<file path="src/rtl/i2c_reg_bank_pkg.sv">
// Shared definitions for the I2C register bank: frame states, default geometry, slave address.
package i2c_reg_bank_pkg;

   localparam int DEF_NREGS = 16;
   localparam int DEF_AW    = 4;

   // 7-bit device address, kept here so the slave port and the bank agree
   localparam logic [6:0] SLAVE_ADDR = 7'h2C;

   typedef enum logic [1:0] {
      S_PTR  = 2'd0,
      S_WR   = 2'd1,
      S_DROP = 2'd2
   } state_t;

endpackage

</file>
<file path="src/rtl/i2c_reg_rdmux.sv">
// Registered read mux: selects STATUS or register contents at PTR onto Q.
// One cycle from PTR/register change to Q; free-running, no backpressure.
module i2c_reg_rdmux
   import i2c_reg_bank_pkg::*;
#(
   parameter int               NREGS   = DEF_NREGS,
   parameter int               AW      = DEF_AW,
   parameter logic [NREGS-1:0] RO_MASK = '0
) (
   input  logic               CLK,
   input  logic               RESET,
   input  logic [NREGS*8-1:0] REG_OUT,
   input  logic [NREGS*8-1:0] STATUS,
   input  logic [AW-1:0]      PTR,
   output logic [7:0]         Q
);

   always_ff @(posedge CLK) begin
      if (RESET) begin
         Q <= '0;
      end else if (RO_MASK[PTR]) begin
         Q <= STATUS[{PTR, 3'b000} +: 8];
      end else begin
         Q <= REG_OUT[{PTR, 3'b000} +: 8];
      end
   end

endmodule

</file>
<file path="src/rtl/i2c_reg_bank.sv">
// Register bank behind the I2C slave: pointer-byte FSM, auto-increment writes/reads, flat export.
// Writes land one cycle after D_ready, Q follows PTR one cycle later; strobes are never stalled.
module i2c_reg_bank
   import i2c_reg_bank_pkg::*;
#(
   parameter int               NREGS   = DEF_NREGS,
   parameter int               AW      = DEF_AW,
   parameter logic [NREGS-1:0] RO_MASK = '0
) (
   input  logic               CLK,
   input  logic               RESET,
   input  logic               ENB,
   input  logic [7:0]         D,
   input  logic               D_ready,
   input  logic               FRAME_START,
   input  logic               RD_DONE,
   input  logic [NREGS*8-1:0] STATUS,
   output logic [7:0]         Q,
   output logic [NREGS*8-1:0] REG_OUT,
   output logic [NREGS-1:0]   WR_STROBE,
   output logic [AW-1:0]      PTR,
   output logic               ERR
);

   state_t             state;
   logic [NREGS*8-1:0] regs;
   logic [AW-1:0]      ptr;
   logic [AW-1:0]      ptr_nxt;
   logic [NREGS-1:0]   wr_strobe;
   logic               err;

   // wrap at NREGS, which may be smaller than 2**AW
   assign ptr_nxt = (ptr == AW'(NREGS - 1)) ? '0 : ptr + 1'b1;

   always_ff @(posedge CLK) begin
      if (RESET) begin
         state     <= S_PTR;
         regs      <= '0;
         ptr       <= '0;
         wr_strobe <= '0;
         err       <= 1'b0;
      end else begin
         wr_strobe <= '0;
         if (ENB) begin
            if (FRAME_START) begin
               state <= S_PTR;
            end else if (D_ready) begin
               case (state)
                  S_PTR: begin
                     if ({24'h0, D} < NREGS) begin
                        ptr   <= D[AW-1:0];
                        state <= S_WR;
                     end else begin
                        err   <= 1'b1;
                        state <= S_DROP;
                     end
                  end
                  S_WR: begin
                     if (!RO_MASK[ptr]) begin
                        regs[{ptr, 3'b000} +: 8] <= D;
                        wr_strobe[ptr]           <= 1'b1;
                     end
                     ptr <= ptr_nxt;
                  end
                  default: begin
                  end
               endcase
            end else if (RD_DONE) begin
               ptr <= ptr_nxt;
            end
         end
      end
   end

   i2c_reg_rdmux #(
      .NREGS   (NREGS),
      .AW      (AW),
      .RO_MASK (RO_MASK)
   ) u_rdmux (
      .CLK     (CLK),
      .RESET   (RESET),
      .REG_OUT (regs),
      .STATUS  (STATUS),
      .PTR     (ptr),
      .Q       (Q)
   );

   assign REG_OUT   = regs;
   assign WR_STROBE = wr_strobe;
   assign PTR       = ptr;
   assign ERR       = err;

endmodule

</file>
<file path="config.mk">
export PLATFORM = sky130hd
export DESIGN_NAME = i2c_reg_bank
export DESIGN_NICKNAME = d
export VERILOG_FILES = /design/src/rtl/i2c_reg_bank_pkg.sv /design/src/rtl/i2c_reg_rdmux.sv /design/src/rtl/i2c_reg_bank.sv
export SDC_FILE = /design/constraint.sdc
export NUM_CORES = 1
export LEC_CHECK = 0
export CAP_MARGIN = 10
export CORE_MARGIN = 1
export CORE_UTILIZATION = 39
export CTS_CLUSTER_DIAMETER = 30
export CTS_CLUSTER_SIZE = 25
export DETAILED_ROUTE_END_ITERATION = 12
export GPL_ROUTABILITY_DRIVEN = 0
export PLACE_DENSITY = 0.73
export SYNTH_ARGS = -nofsm -noshare
export SYNTH_HDL_FRONTEND = slang
export SYNTH_HIERARCHICAL = 1
export SYNTH_SLANG_ARGS = --single-unit
</file>
<file path="constraint.sdc">
create_clock -name CLK -period 3.3 [get_ports CLK]
set_input_delay 0.66 -clock CLK [delete_from_list [all_inputs] [get_ports CLK]]
set_output_delay 0.66 -clock CLK [all_outputs]
set_load 0.02 [all_outputs]
</file>
==> out/results.tsv <==
stage	metric	value	unit
routing	post_drt_wl_per_cell	20.8	µm
clock_network	cts_buffer_depth	2	
setup_path	worst-path-max-fanout	8	
timing	worst_slew_pin_slew	1130	ps
timing	slew_headroom	24.8	%
routing	remaining_drc_errors	0	
timing	fin_tns_setup	0	ps
synth	yosys.area_share.simple	20.6	%
routing	dr.pass1.iters	5	
timing	grt_setup_unrepaired	false	
floorplan	initial_core_util	39.8	%
setup_path	crit_path_end_kind	register	
run	drv_cap	0	
global_route	grt_pass1_wl	35.7	mm
setup_path	startpoint_type	input pin	
synth	synth_compound_area_share	7.99	%
synth	synth_nets	885	
synth	synth_edf_count	0	
place	port_buffers	170	
pwr	p_leak	3.69	nW
global_route	globalRouteTotalUtil	24.6	%
routing	viasPerCell	5.47	
synth	muxShareOfSynthArea	24.1	%
global_route	first_global_vias	5920	
setup_path	crit_slowest_cell	nor4_1	
place	dpl.hpwl	16.8	mm
setup_path	crit_required	3600	ps
synth	synth_flop_cell	dfxtp_1	
timing	fmax	365	MHz
clock_network	clk_pin_slew_worst_paths	60	ps
routing	routed_wl	23.9	mm
clock_network	post_cts_buffers	0	
synth	ys_async_sr_fraction	0	%
synth	syn_area_per_cell	10.1	µm²
synth	synthDominantCellAreaShare	42.8	%
floorplan	dieArea	0.0196	mm²
floorplan	ioPinCount	299	
timing	fin_crit_sh	83.0	%
floorplan	fp-row-count	50	
finish	syn2layout_area_growth	32.7	%
floorplan	coreArea	0.0187	mm²
synth	synth_seq_cells	159	
place	pre_cts_ws	346	ps
synth	synth.distinct_cells	50	
floorplan	die_h	140	µm
floorplan	die_w	140	µm
timing	clock_skew	10.5	ps
global_route	grt_max_degree	100	
min_path	hold_path_class	register to register	
finish	mostFrequentLayoutCell	clkdlybuf4s50_1	
finish	fin_nets	1048	
clock_network	hold_buffers	0	
timing	maxSlewViolCount	0	
routing	drtIter0Drc	784	
setup_path	path_cells	clkdlybuf4s50_1 -> nor4_1 -> buf_4 -> o2111ai_1 -> o41ai_1	
synth	synth_fa_ha_area_share	1.01	%
synth	netlist_area	0.00744	mm²
synth	syn_inst	737	
clock_network	cts-root-buf	clkbuf_16	
clock_network	cts.sinks	159	
timing	hold_viol_final	0	
setup_path	slowest_delay	700	ps
synth	seq_area_frac_synth	42.8	%
setup_path	crit_type	input pin to register	
clock_network	cts-buffers-inserted	17	
setup_path	crit_arrival	3040	ps
global_route	grt_overflow	0	
clock_network	cts-resized-gates	0	
synth	ys_warn_count	6	
finish	final_cell_mix	clkdlybuf4s50_1 (169), mux2i_1 (160), dfxtp_1 (158), nand2b_1 (127), nand2_1 (35)	
clock_network	cts_tree	yes	
timing	fin_ws	561	ps
timing	setup-violations-final	0	
global_route	antenna_found_initial	0	
routing	vias	6275	
synth	synth_area_leader_cell	dfxtp_1	
routing	ant_nets	0	
timing	holdWs	489	ps
pwr	p_per_area	410	mW/mm²
synth	synth_xor_area_share	0	%
outcome	status	finished clean	
timing	finalCriticalPeriod	2740	ps
synth	synth_top_family_by_area	multiplexers	
finish	n_antenna_cell	0	
clock_network	htree_levels	4	
synth	synth.area.top_cells	dfxtp_1 (43%), mux2i_1 (22%), nand2b_1 (11%), a22oi_1 (2.4%), nand2_1 (1.8%)	
pwr	ir_drop	0.368	mV
clock_network	clk_latency	430	ps
finish	drive_gt1_share	7.56	%
[kinds of logic after synthesis]
family	after synthesis
buf+inv	49
compound gates	90
simple gates	265
mux	168
fa+ha+maj	6
flops	159
[power breakdown]
group	internal [W]	total [W]	switching, W
clock	0.00106	0.00185	0.000794
sequential	0.00193	0.00193	0.00000750
combinational	0.000104	0.000271	0.000167
total	0.00309	0.00405	0.000968
[critical path, delay by kind of cell]
family	cells	cell delay, ps
AO/OA/AOI/OAI	2	830
buffers and inverters	2	840
AND/OR/NAND/NOR	1	700
[per-stage QoR]
stage          cells  utilization (%)  cell area, µm²  power (W)
4_1_cts         1146             52.8            9870    0.00406
3_5_place_dp    1114             49.9            9330    0.00224
6_report        1147             52.8            9880    0.00405
2_1_floorplan    737                -            7440    0.00215
3_3_place_gp    1114             49.9            9330    0.00224
5_1_grt         1147             52.8            9880    0.00415
[state kept, by name (all words and copies together) (netlist names)]
signal / cells
ERR: 1
u_rdmux/Q: 8
REG_OUT: 128
WR_STROBE: 16
state: 2
PTR: 4
[cell usage after synthesis (4+ instances only)]
cell and n:
mux2i_1 160, dfxtp_1 159, nand2b_1 127, nand2_1 35
nor2_1 30, clkbuf_1 28, a22oi_1 24, nand3_1 22
o21ai_0 18, o21ai_1 18, nor2b_1 13, a21oi_1 12
buf_2 9, nor3_1 9, ha_1 6, and3_1 5
mux4_2 5, a211oi_1 4, inv_1 4
[layout make-up]
type,instances,area (µm²)
Timing Repair Buffer,189,1840
Clock inverter,10,88.8
Inverter,4,15.0
Tap cell,234,293
Clock buffer,22,454
Fill cell,1690,8830
Sequential cell,159,3190
Multi-Input combinational cell,529,4000
[routing by layer]
layer	GRT usage (%)	up-vias	wire, µm
li1	-	2923	-
met3	4.72	36	1860
met5	0	-	0
met2	36.7	313	10200
met4	7.40	0	470
met1	35.5	3003	11300
[final timing paths]
| check | from | end | slack (ps) | depth (start not counted) |
|---|---|---|---|---|
| max reg2reg | PTR[0]$_SDFFE_PP0P_ | REG_OUT[30]$_SDFFE_PP0P_ | 600 | 5 |
| min reg2reg | ERR$_SDFFE_PP0P_ | ERR$_SDFFE_PP0P_ | 490 | 2 |
| min | ERR$_SDFFE_PP0P_ | ERR$_SDFFE_PP0P_ | 490 | 2 |
| max | D[6] | PTR[3]$_SDFFE_PP0P_ | 560 | 5 |
No activity file was read; power rests on OpenSTA's default activity.
